===== src/rtl/loader_pkg.sv =====
// Shared types and constants for the program loader.
// Optional feature macro: LOADER_CHECKSUM_EN (checksum byte, CHK/ERR states, sticky err).
package loader_pkg;

    localparam logic [7:0] SYNC_BYTE = 8'hA5;
    localparam int         RAM_AW    = 8;
    localparam int         WORD_W    = 16;

    // CHK and ERR are only reachable when LOADER_CHECKSUM_EN is defined.
    typedef enum logic [3:0] {
        StSync,
        StPc,
        StCnt,
        StHi,
        StLo,
        StWr,
        StChk,
        StRun,
        StErr
    } loader_state_t;

endpackage


===== src/rtl/prog_loader.sv =====
// Byte-stream program loader: parses A5/PC/COUNT/words frames, writes 16-bit words to RAM,
// holds the CPU in reset while loading and hands the RAM port back to the CPU in RUN.
// Optional feature macro: LOADER_CHECKSUM_EN adds a trailing XOR checksum byte, the CHK and
// ERR states and a sticky err output; without it err is tied low.
module prog_loader
    import loader_pkg::*;
(
    input  logic              clk,
    input  logic              rst_n,
    input  logic              in_valid,
    input  logic [7:0]        in_data,
    output logic              in_ready,
    input  logic              reload,
    input  logic              cpu_ram_w_en,
    input  logic [RAM_AW-1:0] cpu_ram_addr,
    input  logic [WORD_W-1:0] cpu_ram_w_data,
    output logic              ram_w_en,
    output logic [RAM_AW-1:0] ram_addr,
    output logic [WORD_W-1:0] ram_w_data,
    output logic [7:0]        start_pc,
    output logic              cpu_rst_n,
    output logic              busy,
    output logic              err
);

    loader_state_t     state_q, state_d;
    logic [RAM_AW-1:0] addr_q, addr_d;
    logic [7:0]        start_pc_q, start_pc_d;
    logic [8:0]        remain_q, remain_d;
    logic [7:0]        hi_q, hi_d;
    logic [7:0]        lo_q, lo_d;
    logic              w_en_q;
    logic              cpu_rst_n_q;
    logic              accept;
`ifdef LOADER_CHECKSUM_EN
    logic [7:0]        xor_q, xor_d;
    logic              err_q, err_d;
`endif

    assign accept = in_valid & in_ready;

    // Level outputs decoded from the current state.
    always_comb begin
        in_ready = 1'b0;
        busy     = 1'b0;
        unique case (state_q)
            StSync:                    in_ready = 1'b1;
            StPc, StCnt, StHi, StLo:   begin in_ready = 1'b1; busy = 1'b1; end
            StChk:                     begin in_ready = 1'b1; busy = 1'b1; end
            StWr:                      busy = 1'b1;
            default:                   ;
        endcase
    end

    // Frame parser next-state; reload overrides everything else.
    always_comb begin
        state_d    = state_q;
        addr_d     = addr_q;
        start_pc_d = start_pc_q;
        remain_d   = remain_q;
        hi_d       = hi_q;
        lo_d       = lo_q;
`ifdef LOADER_CHECKSUM_EN
        xor_d      = xor_q;
        err_d      = err_q;
`endif
        unique case (state_q)
            StSync: begin
                if (accept && in_data == SYNC_BYTE) state_d = StPc;
            end
            StPc: begin
                if (accept) begin
                    start_pc_d = in_data;
                    addr_d     = in_data;
`ifdef LOADER_CHECKSUM_EN
                    xor_d      = in_data;
`endif
                    state_d    = StCnt;
                end
            end
            StCnt: begin
                if (accept) begin
                    // COUNT of zero encodes a full 256-word image.
                    remain_d = (in_data == 8'h00) ? 9'd256 : {1'b0, in_data};
`ifdef LOADER_CHECKSUM_EN
                    xor_d    = xor_q ^ in_data;
`endif
                    state_d  = StHi;
                end
            end
            StHi: begin
                if (accept) begin
                    hi_d    = in_data;
`ifdef LOADER_CHECKSUM_EN
                    xor_d   = xor_q ^ in_data;
`endif
                    state_d = StLo;
                end
            end
            StLo: begin
                if (accept) begin
                    lo_d    = in_data;
`ifdef LOADER_CHECKSUM_EN
                    xor_d   = xor_q ^ in_data;
`endif
                    state_d = StWr;
                end
            end
            StWr: begin
                addr_d   = addr_q + 8'd1;
                remain_d = remain_q - 9'd1;
                if (remain_d != 9'd0) begin
                    state_d = StHi;
                end else begin
`ifdef LOADER_CHECKSUM_EN
                    state_d = StChk;
`else
                    state_d = StRun;
`endif
                end
            end
`ifdef LOADER_CHECKSUM_EN
            StChk: begin
                if (accept) begin
                    if (in_data == xor_q) begin
                        state_d = StRun;
                    end else begin
                        state_d = StErr;
                        err_d   = 1'b1;
                    end
                end
            end
            StErr:   ;
`endif
            StRun:   ;
            default: state_d = StSync;
        endcase

        if (reload) begin
            state_d  = StSync;
            remain_d = 9'd0;
            hi_d     = 8'h00;
            lo_d     = 8'h00;
`ifdef LOADER_CHECKSUM_EN
            xor_d    = 8'h00;
            err_d    = 1'b0;
`endif
        end
    end

    // State and datapath registers; write strobe and CPU release are registered from state_d
    // so neither can glitch.
    always_ff @(posedge clk or negedge rst_n) begin
        if (!rst_n) begin
            state_q     <= StSync;
            addr_q      <= '0;
            start_pc_q  <= 8'h00;
            remain_q    <= 9'd0;
            hi_q        <= 8'h00;
            lo_q        <= 8'h00;
            w_en_q      <= 1'b0;
            cpu_rst_n_q <= 1'b0;
`ifdef LOADER_CHECKSUM_EN
            xor_q       <= 8'h00;
            err_q       <= 1'b0;
`endif
        end else begin
            state_q     <= state_d;
            addr_q      <= addr_d;
            start_pc_q  <= start_pc_d;
            remain_q    <= remain_d;
            hi_q        <= hi_d;
            lo_q        <= lo_d;
            w_en_q      <= (state_d == StWr);
            cpu_rst_n_q <= (state_d == StRun);
`ifdef LOADER_CHECKSUM_EN
            xor_q       <= xor_d;
            err_q       <= err_d;
`endif
        end
    end

    // RAM port steering: CPU owns it only in RUN.
    always_comb begin
        if (state_q == StRun) begin
            ram_w_en   = cpu_ram_w_en;
            ram_addr   = cpu_ram_addr;
            ram_w_data = cpu_ram_w_data;
        end else begin
            ram_w_en   = w_en_q;
            ram_addr   = addr_q;
            ram_w_data = {hi_q, lo_q};
        end
    end

    assign start_pc  = start_pc_q;
    assign cpu_rst_n = cpu_rst_n_q;
`ifdef LOADER_CHECKSUM_EN
    assign err = err_q;
`else
    assign err = 1'b0;
`endif

endmodule


===== config.mk =====
export PLATFORM = sky130hd
export DESIGN_NAME = prog_loader
export DESIGN_NICKNAME = d
export VERILOG_FILES = /design/src/rtl/loader_pkg.sv /design/src/rtl/prog_loader.sv
export SDC_FILE = /design/constraint.sdc
export NUM_CORES = 1
export LEC_CHECK = 0
export CAP_MARGIN = 30
export CORE_UTILIZATION = 45
export CTS_CLUSTER_DIAMETER = 120
export DETAILED_ROUTE_END_ITERATION = 8
export PLACE_DENSITY = 0.75
export RECOVER_POWER = 50
export SETUP_SLACK_MARGIN = 0.2
export SYNTH_ARGS = -nofsm -noshare
export SYNTH_HDL_FRONTEND = slang
export SYNTH_SLANG_ARGS = --single-unit

===== constraint.sdc =====
create_clock -name clk -period 3.2 [get_ports clk]
set_clock_uncertainty 0.2 [all_clocks]
set_input_delay 0.48 -clock clk [delete_from_list [all_inputs] [get_ports clk]]
set_output_delay 0.48 -clock clk [all_outputs]
set_load 0.005 [all_outputs]

[Word-level counts from Yosys, hierarchy flattened]
Cells that the tools add are included.
Storage, ports and cells
  logic and storage cells: 62
  register bits after elaboration: 47
  output and inout bits: 37
Operators by class
  reductions and logical operators: 16
  equal/unequal tests: 12
  mux-type cells: 23
  bitwise logic cells: 1
  add/sub/neg operators: 2
Operator list (number)
  $mux W8: 6
  $pmux W4 S7: 1
  $mux W9: 3
  $eq A4 B3 Y1 const B: 6
  $mux W4: 6
  $pmux W9 S2: 1
  $mux W16: 1
  $pmux W8 S2: 1
  $reduce_or A6 Y1: 2
  $reduce_and A2 Y1: 5
  $reduce_bool A9 Y1: 1
  $sub A9 B1 Y9 const B: 1
  $add A8 B1 Y8 const B: 1
  $eq A4 B2 Y1 const B: 2
  $eq A8 B8 Y1 const B: 1
  $logic_not A8 Y1: 1
  $reduce_bool A2 Y1: 4
  $eq A4 B1 Y1 const B: 1
  $logic_not A4 Y1: 1
  $mux W1: 3
  $mux W3: 1
  $ne A3 B3 Y1 const B: 1
  $reduce_bool A3 Y1: 1
  $ne A2 B2 Y1 const B: 1
  other kinds (2): 2

[Depth between registers and ports, before layout]
Gate-level depths: netlist of run 1.
  depth in word-level cells: 9
  mapped depth: 8
  depth with buffers taken out: 7

[Worst setup path after synthesis of run 1]
Ideal clock, no wire load.
  path type: flip-flop to flip-flop
  start: reg remain_q[0]
  end: reg cpu_rst_n_q (netlist: cpu_rst_n)
  clock period less this slack: 2.152 ns
  data required time: 2.920 ns
  setup time: 0.080 ns
  stages on the path, launching flop included: 9
  buffers on the path: 1
  arrival time: 1.873 ns
  path slack: 1.048 ns
  cells stage by stage: dfrtp_1 > inv_1 > ha_1 > buf_2 > or4b_4 > nor4b_2 > a211o_1 > a32oi_2 > nor3b_2
On the way
  cells in the longest elaborated chain, start to end: 6
RTL lines
  start, declared: line prog_loader.sv:29  | logic [8:0] remain_q, remain_d;
  start signal, assigned: line prog_loader.sv:171  | remain_q <= remain_d;
  $sub A9 B1 Y9: line prog_loader.sv:111  | remain_d = remain_q - 9'd1;
  $reduce_bool A9 Y1: line prog_loader.sv:112  | if (remain_d != 9'd0) begin
  $mux W3: line prog_loader.sv:112
  $pmux W4 S7: line prog_loader.sv:67  | unique case (state_q)
  $mux W4: line prog_loader.sv:139  | if (reload) begin
  $eq A4 B3 Y1: line prog_loader.sv:175  | cpu_rst_n_q <= (state_d == StRun);
  end signal, assigned: line prog_loader.sv:175
  end, declared: line prog_loader.sv:33  | logic cpu_rst_n_q;
Every way passes these cells.
A chain may end at the register's enable or synchronous reset.

[Final worst setup path of run 1]
  start: reg state_q[2]
  end: out ram_w_data[9]
On the way
  cells in the longest elaborated chain, start to end: 2
RTL lines
  start, declared: line prog_loader.sv:26  | loader_state_t state_q, state_d;
  start signal, assigned: line prog_loader.sv:155  | state_q <= StSync;
  start signal, assigned: line prog_loader.sv:168  | state_q <= state_d;
  $eq A4 B3 Y1: line prog_loader.sv:185  | if (state_q == StRun) begin
  $mux W16: line prog_loader.sv:185
  end, declared: line prog_loader.sv:19  | output logic [WORD_W-1:0] ram_w_data,
Every way passes these cells.

==> metrics.yaml, run 1 <==
status:
  result_of_the_run: "finished clean"
clock_tree:
  tritoncts.num_buffers: 5
  worst_setup_hold_path_clk_slew_ns: 0.08
  clock_tree.root_cell: "clkbuf_8"
  clock_latency_on_the_worst_skew_pair_ns: 0.31
  cts_buffer_depth: 2
  clock-sinks: 47
  tritoncts: "built"
  cts-htree-levels: 2
timing:
  final_min_period_over_clock_period_pct: 89.1
  final-hold-violation-count: 0
  max-slew-margin-rel_pct: 37.5
  timing.final.crit_period_ns: 2.85
  final.setup.worst_slack_ns: 0.349
  max_slew.worst_pin.slew_ns: 0.937
  rsz0062_at_grt: "false"
  worst_hold_slack_ns: 0.278
  maxClockFrequency_mhz: 351
  slew_violations: 0
  setup_viol_count_final: 0
  tns_ns: 0
cells_and_area:
  post_layout_nonfiller_instances: 452
  diodes: 0
  regArea_sq_um: 1180
  drive_gt1_share_pct: 14.3
  area_delta_synth_final_pct: 32.2
  filler_cell_count: 530
  area_occupied_by_multi_input_gates_sq_um: 1530
  final_net_count: 417
floorplan:
  placement_rows: 28
  floorplan.core_area_sq_um: 5960
  io_pins: 74
  dieArea_sq_um: 6540
  die_height_um: 80.9
  die_w_um: 80.9
  start_util_pct: 47.0
logic_synthesis:
  post-synth-top-area-cell: "dfrtp_1"
  synth_top_area_share_pct: 42.0
  dominantRegCellSynth: "dfrtp_1"
  number_of_distinct_library_cell_variants_in_the_gate_level_netlist_after_synthesis: 52
  synth_warnings: 0
  syn-instance-count: 302
  synth.yosys.seq_area_share_pct: 42.0
  synth-async-reset-ratio_pct: 100
  number_of_flip_flops_and_latches_in_the_synthesized_netlist: 47
  post_synth_main_area_contributors: "dfrtp_1 (42%), mux2_2 (10%), nor2_1 (5.8%)"
  synthesis.area_per_instance_sq_um: 9.26
  synth_enable_flop_cells: 0
  syn-cell-area_sq_um: 2800
run:
  max_cap_violations: 0
critical_path:
  timing.critical_path.from_type: "register"
  cp.arrival_ns: 2.17
  path_max_fanout: 25
  critPathRequiredTime_ns: 2.52
  worst-setup-path-type: "reg2out"
  r2r_setup_slack_ns: 0.75
  endpoint_kind: "primary output"
hold_path:
  worstHoldPathType: "reg2reg"
routing:
  dr_total_vias: 2552
  postRouteWirelength_um: 7220
  final_antenna_net_count: 0
  drt_pass1_iterations: 4
  drt-wirelength-per-cell_um: 16.0
  initialDrtViolationCount: 219
  post-route-drc-count: 0
  vias_per_cell: 5.65
pwr:
  internal_power_uw: 827
  p_seq_share_pct: 55.3
  leakagePower_uw: 0.00169
  p_sw_uw: 259
  power.total_uw: 1090
  power.share.combinational_pct: 10.6
  peakVddDrop_mv: 0.184
  power_per_cell_area_nw_per_um2: 294
  share_clk_of_total_power_pct: 34.1
  power.share.switching_pct: 23.9
global_routing:
  grt_pass1_wl_um: 11600
  grt_pass1_vias: 2370
  overflow: 0
  groute.usage.overall_pct: 23.4
  antenna_found_initial: 0
  grt_start_max_net_pins: 38
placement:
  finalWeightedCongestion: 0.870
  port_buffers: 72
  placed_cells_incl_taps: 444
  post-dp-hpwl_um: 5150
  preCtsSetupSlack_ns: 0.532
flip-flops by register name, indices dropped and copies added (netlist names):
signal     count
state_q        4
lo_q           8
w_en_q         1
addr_q         8
remain_q       9
start_pc       8
hi_q           8
cpu_rst_n      1
critical path: stages, from the launching register on:
cell and delay, ns:
dfrtp_1 0.49, nor2b_1 0.21, nand3_1 0.10, buf_6 0.24, mux2_2 0.37, clkdlybuf4s50_1 0.46
placed cells by master, fill, tap and decap left out, drive strengths merged, types with 7 or more instances in the layout:
cell type,netlist,layout
clkdlybuf4s50,0,61
dfrtp,47,47
nor2,43,43
nand2,39,39
mux2,25,25
o21ai,21,21
mux2i,16,16
a21oi,13,13
dlygate4sd3,0,11
buf,12,9
clkbuf,5,9
nor3,8,8
nand3,7,7
and3,7,7
timing repair:
action	CTS	global route
hold buffers	1	0
gates resized for setup	0	2
setup endpoints to repair	0	25
hold endpoints to repair	10	0
buffers inserted	0	0
Yosys cell counts, types with 2 or more instances:
library cell,count
dfrtp_1,47
nor2_1,43
nand2_1,38
mux2_2,25
o21ai_0,20
mux2i_1,16
a21oi_1,13
buf_2,9
and3_1,7
nand3_1,7
nor3_1,7
clkbuf_1,5
nor2b_1,5
nand2b_1,4
a22oi_1,3
a311oi_1,3
a31oi_1,3
ha_1,3
inv_1,3
nand3b_1,3
buf_4,2
nor3b_1,2
nor4_1,2
nor4b_1,2
nor4b_2,2
o22ai_1,2
area by class of cell:
class / instances / area share, %
Multi-Input combinational cell: 236 / 41.2
Timing Repair Buffer: 84 / 21.7
Sequential cell: 47 / 31.8
Inverter: 3 / 0.304
Clock buffer: 6 / 2.23
Clock inverter: 1 / 0.135
Tap cell: 75 / 2.54
worst paths after layout:
path / from / endpoint / depth (start not counted)
worst max-delay path: state_q[2]$_DFF_PN0_ / ram_w_data[9] / 5
worst min-delay path: start_pc[2]$_DFFE_PN0P_ / start_pc[2]$_DFFE_PN0P_ / 2
worst max register to register: remain_q[0]$_DFFE_PN0P_ / cpu_rst_n$_DFF_PN0_ / 7
worst min register to register: start_pc[2]$_DFFE_PN0P_ / start_pc[2]$_DFFE_PN0P_ / 2
max in group asynchronous: rst_n / remain_q[8]$_DFFE_PN0P_ / 3
min in group asynchronous: rst_n / remain_q[1]$_DFFE_PN0P_ / 2
power by group through the flow:
stage	clock network, uW	logic, uW	registers [uW]
2_1_floorplan	0	35.4	610
3_3_place_gp	0	112	613
3_5_place_dp	0	117	613
4_1_cts	376	119	601
5_1_grt	399	125	602
6_report	371	115	601
metal layers:
layer / track usage [%] / wire, um
met1: 32.9 / 3320
met5: 0 / 0
met3: 3.93 / 420
met4: 5.89 / 86
met2: 37.2 / 3390
per-stage QoR:
stage                     instance area [sq um]  util (%)
after floorplan                            2800         -
after global placement                     3600      60.5
after detailed placement                   3620      60.8
after CTS                                  3720      62.5
after global routing                       3700      62.1
final                                      3700      62.1
kinds of logic after synthesis:
family	Yosys count	synth area share, %
other	1	0.134
DFF	47	42.0
AOI/OAI and AO/OA	56	12.8
buffers and inverters	20	3.62
muxes	41	15.8
and+or+nand+nor	133	24.0
adders and majority gates	3	1.34
xor gates and xnor gates	1	0.313
No activity file was read; power rests on OpenSTA's default activity.
==> inputs of run 2 (changes only) <==
--- a/config.mk
+++ b/config.mk
@@ -11,6 +11,7 @@
 export DETAILED_ROUTE_END_ITERATION = 8
 export PLACE_DENSITY = 0.75
 export RECOVER_POWER = 50
+export REMOVE_ABC_BUFFERS = 1
 export SETUP_SLACK_MARGIN = 0.2
 export SYNTH_ARGS = -nofsm -noshare
 export SYNTH_HDL_FRONTEND = slang
==> run 2 against run 1 <==
Effect of this change: setup slack lost 0.025 ns; critical endpoint is now ram_w_data[6]; hold slack gained 0.0070 ns; via count shrank 0.24%; wire length shrank 0.61%; total power grew 15%; clock power grew 43%; combinational power grew 4%.
==> metrics.yaml, run 2 (synthesized netlist as in run 1, its figures left out) <==
hold_path:
  worstHoldPathType: "reg2reg"
cells_and_area:
  regArea_sq_um: 1180  # unchanged
  mostFrequentLayoutCell: "clkdlybuf4s50_1"
  largest_register_ff_count: 9  # unchanged
  layout.cells.most_common_list: "clkdlybuf4s50_1 (61), dfrtp_1 (46), nor2_1 (43)"
  area_delta_synth_final_pct: 34.9
  final_net_count: 420  # +0.72%
  final_design_area_no_fill_sq_um: 3770  # +2.0%
  filler_cell_count: 531  # +0.19%
  area_occupied_by_multi_input_gates_sq_um: 1530  # +0.16%
  diodes: 0  # unchanged
  largest-register: "remain_q"
  drive_gt1_share_pct: 15.5  # +1.2 points
routing:
  post-route-drc-count: 0  # unchanged
  final_antenna_net_count: 0  # unchanged
  postRouteWirelength_um: 7180  # -0.61%
  dr_total_vias: 2546  # -0.24%
  drt-wirelength-per-cell_um: 15.7  # -1.5%
  vias_per_cell: 5.58  # -1.1%
  initialDrtViolationCount: 177  # -19%
  drt_pass1_iterations: 4  # unchanged
timing:
  timing.final.crit_period_ns: 2.88  # +0.0246 ns
  tns_ns: 0  # unchanged
  final-hold-violation-count: 0  # unchanged
  max_slew.worst_pin.slew_ns: 0.920  # -0.0168 ns
  slew_violations: 0  # unchanged
  final.setup.worst_slack_ns: 0.324  # -0.0246 ns
  rsz0062_at_grt: "false"
  setup_viol_count_final: 0  # unchanged
  maxClockFrequency_mhz: 348  # -0.86%
  max-slew-margin-rel_pct: 38.6  # +1.1 points
  final_min_period_over_clock_period_pct: 89.9  # +0.77 points
floorplan:
  start_util_pct: 47.0  # unchanged
  dieArea_sq_um: 6540  # unchanged
  io_pins: 74  # unchanged
  placement_rows: 28  # unchanged
  die_height_um: 80.9  # unchanged
  floorplan.core_area_sq_um: 5960  # unchanged
  die_w_um: 80.9  # unchanged
clock_tree:
  clock-sinks: 47  # unchanged
  clock_latency_on_the_worst_skew_pair_ns: 0.30  # about the same
  setup_fix_buffers_added_after_clock_tree_synthesis: 0  # unchanged
  clock_tree.root_cell: "clkbuf_8"
  cts_buffer_depth: 2  # unchanged
  tritoncts.num_buffers: 5  # unchanged
  cts-htree-levels: 2  # unchanged
  tritoncts: "built"
  worst_setup_hold_path_clk_slew_ns: 0.10  # +0.02 ns
critical_path:
  cp.arrival_ns: 2.20  # +0.03 ns
  endpoint_kind: "primary output"
  path_max_fanout: 19  # -24%
  timing.critical_path.from_type: "register"
  critPathRequiredTime_ns: 2.52  # about the same
  worst-setup-path-type: "reg2out"
global_routing:
  overflow: 0  # unchanged
  grt_pass1_vias: 2383  # +0.55%
  groute.usage.overall_pct: 23.2  # -0.19 points
  grt_start_max_net_pins: 32  # -16%
  antenna_found_initial: 0  # unchanged
  grt_pass1_wl_um: 11500  # -1.2%
placement:
  preCtsSetupSlack_ns: 0.592  # +0.0602 ns
  post-dp-hpwl_um: 5200  # +1.1%
  finalWeightedCongestion: 0.853  # -2.0%
  port_buffers: 72  # unchanged
  placed_area_sq_um: 3640  # +0.62%
pwr:
  peakVddDrop_mv: 0.209  # +13%
  power.total_uw: 1250  # +15%
  leakagePower_uw: 0.00172  # +1.8%
  power_per_cell_area_nw_per_um2: 331  # +13%
status:
  result_of_the_run: "finished clean"
run:
  max_cap_violations: 0  # unchanged
## run 2: what timing repair did
item,CTS,global route
hold buffers,1,0
endpoints found under the setup margin,0,19
endpoints found under the hold margin,16,0
resized for setup,0,2
## run 2: worst max-delay path, stage by stage, from the launching register on
cell and delay (ns):
dfrtp_2 0.48, nor2b_2 0.20, nand3_1 0.10, buf_4 0.28, mux2_2 0.38, clkdlybuf4s50_1 0.45
## run 2: cell type report
type                       count  area share, %
clock buffer                   5           1.82
clock inverter                 3           1.89
multi-input combinational    236           40.5
tap                           75           2.49
timing repair buffer          87           21.8
sequential                    47           31.2
inverter                       3          0.298
## run 2: metrics by stage
| stage | instances | hold WS [ns] | util, % |
|---|---|---|---|
| after floorplan | 286 | -0.0156 | - |
| after CTS | 456 | 0.295 | 63.7 |
| after global placement | 446 | 0.268 | 60.9 |
| after global routing | 456 | 0.308 | 63.4 |
| after detailed placement | 447 | 0.240 | 61.2 |
| final | 456 | 0.285 | 63.4 |
## run 2: metal layers
metal | global-route usage (%) | up-vias | share of wire [%]
met5 | 0 | - | 0
met4 | 6.07 | 0 | 1.2
met3 | 3.37 | 7 | 6.1
met2 | 38.9 | 82 | 48
met1 | 31.2 | 1219 | 45
li1 | - | 1238 | -
## run 2: worst paths after layout
kind                                          from                       to  slack [ns]  cells past startpoint
max                           state_q[2]$_DFF_PN0_            ram_w_data[6]        0.32                      5
min                        start_pc[2]$_DFFE_PN0P_  start_pc[2]$_DFFE_PN0P_        0.28                      2
max reg2reg                remain_q[1]$_DFFE_PN0P_      cpu_rst_n$_DFF_PN0_        0.75                      7
min reg2reg                start_pc[2]$_DFFE_PN0P_  start_pc[2]$_DFFE_PN0P_        0.28                      2
max in group asynchronous                    rst_n  remain_q[6]$_DFFE_PN0P_        0.86                      3
min in group asynchronous                    rst_n      hi_q[5]$_DFFE_PN0P_        0.63                      2
## run 2: report_power, final
part / total (uW) / internal [uW] / switching (uW) / leakage (uW)
Clock: 531 / 317 / 214 / 0.0000703
Combinational: 120 / 61.8 / 58.5 / 0.00101
Sequential: 599 / 596 / 2.81 / 0.000641
==> inputs of run 3 (changes only) <==
--- a/config.mk
+++ b/config.mk
@@ -5,6 +5,7 @@
 export SDC_FILE = /design/constraint.sdc
 export NUM_CORES = 1
 export LEC_CHECK = 0
+export ABC_AREA = 0
 export CAP_MARGIN = 30
 export CORE_UTILIZATION = 45
 export CTS_CLUSTER_DIAMETER = 120
==> results of run 3 <==
The final DEF is identical to that of run 2; final timing and power are the same.
